[config.mk]
export PLATFORM = sky130hd
export DESIGN_NAME = uart_tx_parity
export DESIGN_NICKNAME = d
export VERILOG_FILES = /design/src/rtl/uart_tx_parity.sv
export SDC_FILE = /design/constraint.sdc
export NUM_CORES = 1
export LEC_CHECK = 0
export BUFFER_PORTS_ARGS = -buffer_cell sky130_fd_sc_hd__buf_2
export CORE_MARGIN = 10
export CORE_UTILIZATION = 56
export CTS_BUF_LIST = sky130_fd_sc_hd__clkbuf_4
export CTS_CLUSTER_DIAMETER = 120
export DETAILED_ROUTE_END_ITERATION = 10
export PLACE_DENSITY_LB_ADDON = 0.15
export SYNTH_ARGS = -nofsm -noshare
export SYNTH_HDL_FRONTEND = slang
export SYNTH_SLANG_ARGS = --single-unit
[constraint.sdc]
create_clock -name clk -period 2.55 [get_ports clk]
set_clock_uncertainty 0.15 [all_clocks]
set_input_delay 0.255 -clock clk [delete_from_list [all_inputs] [get_ports clk]]
set_output_delay 0.255 -clock clk [all_outputs]
set_load 0.005 [all_outputs]
[src/rtl/uart_tx_parity.sv]
// UART transmitter: start, DATA_WIDTH data bits LSB first, optional parity, stop.
// Define UART_TX_PARITY_EN to build the parity stage; without it frames carry no parity bit.
module uart_tx_parity #(
    parameter int DATA_WIDTH = 8,
    parameter int BAUD_DIV   = 16
) (
    input  logic                  clk,
    input  logic                  reset,
    input  logic [DATA_WIDTH-1:0] tx_data,
    input  logic                  tx_valid,
    output logic                  tx_ready,
    input  logic                  is_even_parity,
    input  logic                  parity_fault_injection,
    output logic                  TXD,
    output logic                  tx_busy,
    output logic                  tx_done
);

    localparam int BW = (DATA_WIDTH > 1) ? $clog2(DATA_WIDTH) : 1;
    localparam int CW = $clog2(BAUD_DIV);

    typedef enum logic [2:0] {
        IDLE   = 3'd0,
        START  = 3'd1,
        DATA   = 3'd2,
`ifdef UART_TX_PARITY_EN
        PARITY = 3'd3,
`endif
        STOP   = 3'd4
    } state_t;

    state_t                state_q;
    state_t                state_d;
    logic   [CW-1:0]       baud_q;
    logic   [BW-1:0]       bit_q;
    logic   [BW-1:0]       bit_nxt;
    logic   [DATA_WIDTH-1:0] data_q;
    logic                  txd_d;
    logic                  baud_last;
    logic                  bit_last;
    logic                  handshake;

`ifdef UART_TX_PARITY_EN
    logic                  even_q;
    logic                  fault_q;
    logic                  parity_bit;

    // Odd parity is the complement of the even parity bit; fault flips it.
    assign parity_bit = (^data_q) ^ ~even_q ^ fault_q;
`else
    logic                  unused_par;

    assign unused_par = is_even_parity ^ parity_fault_injection;
`endif

    assign baud_last = (baud_q == CW'(BAUD_DIV - 1));
    assign bit_last  = (bit_q == BW'(DATA_WIDTH - 1));
    assign bit_nxt   = bit_q + BW'(1);
    assign tx_ready  = (state_q == IDLE);
    assign tx_busy   = (state_q != IDLE);
    assign tx_done   = (state_q == STOP) && baud_last;
    assign handshake = tx_valid && tx_ready;

    // Next state, and the line level for the next cycle so TXD can be registered.
    always_comb begin
        state_d = state_q;
        txd_d   = TXD;
        unique case (state_q)
            IDLE: begin
                txd_d = 1'b1;
                if (tx_valid) begin
                    state_d = START;
                    txd_d   = 1'b0;
                end
            end
            START: begin
                if (baud_last) begin
                    state_d = DATA;
                    txd_d   = data_q[0];
                end
            end
            DATA: begin
                if (baud_last) begin
                    if (bit_last) begin
`ifdef UART_TX_PARITY_EN
                        state_d = PARITY;
                        txd_d   = parity_bit;
`else
                        state_d = STOP;
                        txd_d   = 1'b1;
`endif
                    end else begin
                        txd_d = data_q[bit_nxt];
                    end
                end
            end
`ifdef UART_TX_PARITY_EN
            PARITY: begin
                if (baud_last) begin
                    state_d = STOP;
                    txd_d   = 1'b1;
                end
            end
`endif
            STOP: begin
                if (baud_last) begin
                    state_d = IDLE;
                    txd_d   = 1'b1;
                end
            end
            default: begin
                state_d = IDLE;
                txd_d   = 1'b1;
            end
        endcase
    end

    // State, line, counters and the payload captured at handshake.
    always_ff @(posedge clk) begin
        if (reset) begin
            state_q <= IDLE;
            TXD     <= 1'b1;
            baud_q  <= '0;
            bit_q   <= '0;
            data_q  <= '0;
`ifdef UART_TX_PARITY_EN
            even_q  <= 1'b0;
            fault_q <= 1'b0;
`endif
        end else begin
            state_q <= state_d;
            TXD     <= txd_d;
            if (state_q == IDLE || baud_last) begin
                baud_q <= '0;
            end else begin
                baud_q <= baud_q + CW'(1);
            end
            if (state_q == DATA && baud_last) begin
                bit_q <= bit_last ? '0 : bit_nxt;
            end
            if (handshake) begin
                data_q  <= tx_data;
                bit_q   <= '0;
`ifdef UART_TX_PARITY_EN
                even_q  <= is_even_parity;
                fault_q <= parity_fault_injection;
`endif
            end
        end
    end

endmodule

# Yosys cells after proc, flatten, opt, wreduce, memory -nomap -nowiden
# Cells that the tools add are included.
# Widths: inputs -> output; s select.
# op_classes
addsub	2
n_lt_le_gt_ge	1
n_eq_ne	10
n_mux	15
n_reduce_logical	10
# op_table
cell	count
$mux 3	6
$pmux 3 s4	1
$ne 2x2->1 const B	5
$eq 3x3->1 const B	2
$mux 1	6
$reduce_and 5->1	1
$add 4x1->4 const B	1
$eq 4x4->1 const B	1
$lt 3x4->1 const B	1
$pmux 1 s4	1
$reduce_or 2->1	2
$add 3x1->3 const B	1
$bmux 1 s3	1
$eq 3x1->1 const B	1
$eq 3x2->1 const B	1
$logic_and 1x1->1	3
$logic_not 3->1	1
$reduce_and 3->1	1
$reduce_bool 3->1	1
$logic_or 1x1->1	1
# word_totals
register_bits	19
in_bits	13
output_inout_bits	4
word_cells	43

# Longest topological paths before layout
# Gate-level depths: netlist of run 1.
# logic_depth
depth_word	6
ltp_mapped	6
mapped_depth_nobuf	6

# Worst setup path after synthesis of run 1
# No wires, ideal clock.
# synth_path
kind	register to register
from	reg bit_q[0]
to	reg TXD
setup_time_ns	0.122
arrival_time_ns	1.521
required_ns	2.278
setup_slack_ns	0.757
stages_incl_launch_ff	7
n_path_buf	0
synth_period_minus_slack_ns	1.793
path_cell_list	dfxtp_1 -> ha_1 -> ha_1 -> mux2i_1 -> nor3b_1 -> o31a_1 -> o32a_1
# synth_via
elab_chain_len	6
elab_cells_between_ends	7
classes_between	add/sub: 1; eq/ne: 1; mux: 5
# synth_rtl
element	line	rtl
from (decl)	35	logic [BW-1:0] bit_q;
from (signal assigned)	139	bit_q <= bit_last ? '0 : bit_nxt;
$add 3x1->3	58	assign bit_nxt = bit_q + BW'(1);
$bmux 1 s3	93	txd_d = data_q[bit_nxt];
$mux 1 (not written as such)	93	
$mux 1 *	84	if (bit_last) begin
$mux 1 *	83	if (baud_last) begin
$pmux 1 s4 *	68	unique case (state_q)
to (signal assigned)	132	TXD <= txd_d;
to (decl)	14	output logic TXD,
# Every way passes the cells marked *; elsewhere a longest branch is shown, timed or not. The select of a mux whose other input is x is not followed.
# A chain may end at the register's enable or synchronous reset.

# Final worst setup path of run 1
# Same ends and word-level chain as after synthesis.

==> results.md, run 1 <==
- Outcome: completed
- Post-synthesis mux area share: 0.05722
- Kind of critical path: flip-flop to flip-flop
- Synth-to-Final Area Change: 8.719%
- Max cap viols: 0
- Warnings from Yosys: 0
- Hold crit path type: input port to flip-flop
- EDFF count, synth: 0
- Postcts setup bufs: 0
- P per Cell Area: about 520 mW/mm²
- Global placement routability congestion: between 0.7 and 0.8
- Sequential share of the synthesized area: 0.4142
- Clock sink total: 19
- CTS resizes: 0
- Post-Syn Area per Cell: between 8 and 9 µm²
- Die width: between 60 and 70 µm
- Worst Path Max Fanout: 6
- Number of setup violations in the final report: 0
- Synthesized-area fraction occupied by and/or/nand/nor cells: 0.2684
- Worst-path clk slew: about 0.1 ns
- DR WL/cell: 12.91 µm
- Worst setup EP type: flip-flop
- Syn_nets: between 100 and 150
- Drc violations: 0
- FP Rows: 14
- Worst R2R Start: bit_q[0]
- DRT met1 WL: roughly 850 µm
- Ports: 17
- Remaining Overflow, GRT: 0
- Slew Limit Headroom: 0.6986
- Total wire length: about 1.7 mm
- Diodes inserted: 0
- Clock period minus worst slack: just under 2 ns
- Unrepaired setup endpoints after global routing: no
- Met3 Wirelength: approximately 48 µm
- Startpoint types: flip-flop
- Required @ worst endpoint: 2.59 ns
- # hold bufs at CTS: 0
- Initial DRC Count: 16
- Most frequent cells in the layout: dfxtp_1 (19), nand2_1 (19), buf_2 (14)
- DR vias/cell: roughly 5.6
- Yosys cell types: 35
- Flops & latches, synth: 19
- Met2 WL post-DR: around 760 µm
- Adder-cell share of the synthesized area: 0.04087
- Pins Over Slew Limit: 0
- Fill count: 128
- LEAKAGE: 0.3898 nW
- Critical path startpoint: bit_q[0]
- Largest family of logic cells by synthesized area: simple AND/OR/NAND/NOR gates
- Die area: between 0.003 and 0.004 mm²
- DR top layer: met4
- Vias in the first global route: between 700 and 800
- Worst Hold Launch: tx_data[5]
- Pre-Repair DR Iteration Count: 4
- CTS tree: built
- XOR/XNOR Fraction of Synth Area: 0.02861
- Max Buffers Root-to-Sink: 2
- Fmax: 520.0 MHz
- First-pass GRT wire length: 3.022 mm
- Total GRT Usage: 0.1044
- Via Count: about 740
- Area of the multi-input gates: about 490 µm²
- Cell area after synthesis: a little over 900 µm²
- Final Net Count: ~130
- Clk_lat worst skew: a little under 0.3 ns
- CP Data Arrival Time: a little under 2 ns
- ANT nets after route: 0
- Initial Util: 0.6026
- Post-synth top flop: dfxtp_1
- Reg area: 380.4 µm²
- Initial antenna violation count: 0
- CTS Root Cell: clkbuf_4
- Synth Area in Compound Gates: 0.1390
- Share of layout cells above drive strength 1: 0.2000
- Mapped Cells: 104
- Hold Slack: roughly 0.036 ns
- Period utilization: 0.7541
- Final Hold Fails: 0
- Total power: 0.5235 mW
- Ys async rst share: 0
- Worst Tran Pin Value: 0.4515 ns
- Largest net degree at the start of global routing: 18
- CTS Buf Count: 3
- Fin Setup TNS: 0 ns
- H-tree Lvls: 1
- Die Y: about 60 µm
- Worst VDD drop: about 370 µV
- Core area: between 0.0015 and 0.002 mm²
- Port Buf Inserts: 14
## worst max-delay path, stage by stage, from the launching register on
cell and delay, ns:
dfxtp_1 0.38, ha_1 0.22, ha_1 0.37, mux2i_1 0.21
nor3b_1 0.06, o31a_1 0.27, o32a_1 0.15
## kinds of logic (layout without fill, tap and decap cells)
logic type / after synthesis / in the layout
AND/OR/NAND/NOR: 46 / 46
AO/OA/AOI/OAI: 20 / 20
flip-flops: 19 / 19
buffers and inverters: 9 / 20
multiplexers: 4 / 4
adder cells (fa/ha/maj): 3 / 3
XOR/XNOR: 3 / 3
## stage by stage
step                setup slack, ns  utilization  std cells  cell area (µm²)
finish                       0.6271       0.6552        131            998.5
global route                 0.5230       0.6552        131            998.5
CTS                          0.6210       0.6552        131            998.5
detailed placement           0.6361       0.6355        127            968.4
global placement             0.6368       0.6355        127            968.4
floorplan                    0.7571            -        104            918.4
## worst paths after layout
kind,slack (ns),to,cells after the start
setup / recovery,0.63,TXD,6
hold / removal,0.04,data_q[5],3
setup reg to reg,0.63,TXD,6
hold reg to reg,0.31,data_q[7],2
## synthesized netlist by cell type (2+ instances only)
cell type / n / area, µm²
nand2_1: 19 / 71.32
a21oi_1: 10 / 50.05
nand3_1: 3 / 15.01
o21ai_0: 2 / 10.01
nand4b_1: 2 / 17.52
or3_1: 2 / 12.51
dfxtp_1: 19 / 380.4
nor3b_1: 2 / 15.01
buf_2: 2 / 10.01
clkbuf_1: 3 / 11.26
ha_1: 3 / 37.54
inv_1: 2 / 7.510
a211oi_1: 3 / 22.52
nor2_1: 5 / 18.77
nor3_1: 4 / 20.02
xor2_1: 2 / 17.52
mux2i_1: 3 / 30.03
## layout make-up
class / count / share of cell area
sequential: 19 / 0.3810
clock buffer: 4 / 0.03008
timing repair buffer: 14 / 0.07018
tap: 16 / 0.02005
multi-input combinational: 76 / 0.4912
inverter: 2 / 0.007519
## report_power, final
part | total, mW | leakage [nW] | switching (mW) | internal [mW]
Sequential | 0.317 | 0.155 | 0.00924 | 0.308
Clock | 0.159 | 0.0184 | 0.0872 | 0.0715
Combinational | 0.0479 | 0.216 | 0.0263 | 0.0216
Total | 0.524 | 0.390 | 0.123 | 0.401
## sequential cells by signal (all words and copies together) (netlist names)
register  flops
baud_q        4
state_q       3
TXD           1
data_q        8
bit_q         3
## metal layers
metal / GRT usage / vias up
li1: - / 391
met1: 0.1316 / 330
met2: 0.1603 / 11
met3: 0.03132 / 5
met4: 0.04702 / 0
met5: 0 / -
Note: power is estimated with default switching activity, not from simulation.
==> run 2: changes to the inputs <==
==> constraint.sdc (replaced) <==
create_clock -name clk -period 1.9 [get_ports clk]
set_clock_uncertainty 0.15 [all_clocks]
set_input_delay 0.19 -clock clk [delete_from_list [all_inputs] [get_ports clk]]
set_output_delay 0.19 -clock clk [all_outputs]
set_load 0.005 [all_outputs]
==> run 2 against run 1 <==
Via count grew 10%. Combinational power grew 69%. Final cell count grew 8.4%. Setup slack lost 0.53 ns. Global-route usage grew 0.80 points. Hold slack gained 0.040 ns. Total power grew 39%. Sequential power grew 34%. Clock-buffer cell count is the same. Core utilization grew 8.0 points. Sequential cell count is the same. Critical path type unchanged.
==> results.md, run 2 (synthesis gave the netlist of run 1 again) <==
- Outcome: completed
- Max Buffers Root-to-Sink: 2 (unchanged)
- H-tree Lvls: 1 (unchanged)
- Die Y: 60.50 µm (unchanged)
- Fill count: 123 (-3.9%)
- Clock period minus worst slack: 1.799 ns (-0.1241 ns)
- Total GRT Usage: 0.1125 (+0.008017)
- Clk_lat worst skew: 0.30 ns (about the same)
- Worst Tran Pin Value: 0.4384 ns (-0.01315 ns)
- Diodes inserted: 0 (unchanged)
- Worst Hold Launch: tx_valid
- Worst Path Max Fanout: 4 (-2)
- Slew Limit Headroom: 0.7074 (+0.008781)
- Die width: 60.50 µm (unchanged)
- Hold Path Stages: 3 (unchanged)
- Max reg flops: 8 (unchanged)
- P per Cell Area: 651.3 mW/mm² (+24%)
- DR vias/cell: 5.711 (+1.5%)
- Grt peak-use layer: met2
- Initial Util: 0.6026 (unchanged)
- First-pass GRT wire length: 3.277 mm (+8.4%)
- Period utilization: 0.9467 (+0.1926)
- Drc violations: 0 (unchanged)
- Fin Setup TNS: 0 ns (unchanged)
- Pre-Repair DR Iteration Count: 4 (unchanged)
- Total wire length: 1.953 mm (+15%)
- Placed Cells: 130 (+2.4%)
- Post-route insts no fill: 142 (+8.4%)
- Largest regs: data_q: 8 flops, baud_q: 4 flops
- Most frequent cells in the layout: nand2_1 (19), dfxtp_1 (18), buf_2 (14)
- Port Buf Inserts: 14 (unchanged)
- Worst setup EP type: flip-flop
- DR WL/cell: 13.75 µm (+6.5%)
- Detailed placer's ending HPWL: roughly 1.3 mm
- Area of the multi-input gates: 508.0 µm² (+3.6%)
- Hold crit path type: input port to flip-flop
- Final Hold Fails: 0 (unchanged)
- Most common cell after layout, fill and taps aside: nand2_1
- Final Net Count: 143 (+8.3%)
- Worst VDD drop: 470.9 µV (+26%)
- LEAKAGE: 0.4366 nW (+12%)
- Via Count: 811 (+10%)
- FP Rows: 14 (unchanged)
- Worst-path clk slew: 0.12 ns (+0.02 ns)
- Unrepaired setup endpoints after global routing: no
- Global placement routability congestion: 0.7991 (+1.7%)
- Clock sink total: 19 (unchanged)
- R2R setup slack: 0.10 ns (-0.53 ns)
- Final Core Density: 0.7348 (+0.07964)
- CP Data Arrival Time: 1.85 ns (-0.11 ns)
- Max cap viols: 0 (unchanged)
- Core area: 0.001524 mm² (unchanged)
- Met1 Usage GRT: 0.1365 (+0.004948)
- Startpoint types: flip-flop
- Postcts setup bufs: 0 (unchanged)
- Grt met2 use: 0.1882 (+0.02794)
- Remaining Overflow, GRT: 0 (unchanged)
- Required @ worst endpoint: 1.95 ns (-0.64 ns)
- Hold Slack: 0.07564 ns (+0.03974 ns)
- Pins Over Slew Limit: 0 (unchanged)
- Ports: 17 (unchanged)
- CTS tree: built
- Setup WS pre-CTS: 0.03717 ns (-0.5989 ns)
- Initial antenna violation count: 0 (unchanged)
- Share of layout cells above drive strength 1: 0.2302 (+0.03016)
- Fmax: 555.9 MHz (+6.9%)
- Initial DRC Count: 6 (-10)
- Number of setup violations in the final report: 0 (unchanged)
- Largest net degree at the start of global routing: 18 (unchanged)
- Die area: 0.003660 mm² (unchanged)
- Final setup margin: 0.1012 ns (-0.5259 ns)
- Kind of critical path: flip-flop to flip-flop
- Reg area: 381.6 µm² (+0.33%)
- Synth-to-Final Area Change: 21.93%
- Worst R2R Start: bit_q[0]
- CTS Buf Count: 3 (unchanged)
- Hold EP: state_q[0]
- Met3 usage: 0.02923 (-0.002088)
- Largest Register: data_q
- R2R depth: 6 (unchanged)
- ANT nets after route: 0 (unchanged)
- CTS Root Cell: clkbuf_4
- Vias in the first global route: 776 (+7.5%)
- Reg2reg end: TXD
[run 2: cell types whose count changed in the layout (fill, tap and decap cells not counted)]
cell,delta
ha_4,+1
dfxtp_1,-1
dlygate4sd3_1,+8
dfxtp_2,+1
ha_1,-1
nand3_2,+1
nand3_1,-1
buf_4,+3
[run 2: metrics by stage]
stage | total power, mW | instance area [µm²]
after detailed placement | 0.5019 | 991.0
after global routing | 0.7609 | 1120
after global placement | 0.4996 | 991.0
after floorplan | 0.4771 | 918.4
after CTS | 0.7302 | 1101
final | 0.7294 | 1120
[run 2: worst max-delay path by stage]
stage	from	endpoint	slack (ns)	depth (start not counted)
global placement	bit_q[0]	TXD	0.09	6
CTS	bit_q[0]	TXD	0.04	6
detailed placement	bit_q[0]	TXD	0.04	6
floorplan	bit_q[0]	TXD	0.11	6
global route	baud_q[0]	tx_done	0.006	4
finish	bit_q[0]	TXD	0.10	6
[run 2: layout make-up]
| class | instances | area share |
|---|---|---|
| multi-input cells | 76 | 0.4536 |
| clock buffers | 4 | 0.02682 |
| well taps | 16 | 0.01788 |
| inverters | 2 | 0.006704 |
| repair buffers | 25 | 0.1542 |
| flip-flops and latches | 19 | 0.3408 |
[run 2: per-layer routing]
metal,wire length [µm],part of all wire,vias to the layer above
li1,-,-,411
met1,892,0.46,377
met2,953,0.49,19
met3,86,0.044,4
met4,20,0.010,0
met5,0,0,-
[run 2: critical path, stage by stage (launching register included)]
cell	delay [ns]
dfxtp_1	0.33
ha_1	0.23
ha_4	0.31
mux2i_1	0.21
nor3b_1	0.07
o31a_1	0.27
o32a_1	0.15
[run 2: what timing repair did]
item                                    4_1_cts  5_1_grt
endpoints found under the setup margin        0        3
gates resized for setup                       0        3
endpoints found under the hold margin         8        0
hold buffers                                  8        0
[run 2: report_power, final]
part / total [mW] / internal [mW] / switching [mW]
Clock: 0.223 / 0.0960 / 0.127
Combinational: 0.0808 / 0.0416 / 0.0392
Sequential: 0.426 / 0.413 / 0.0125
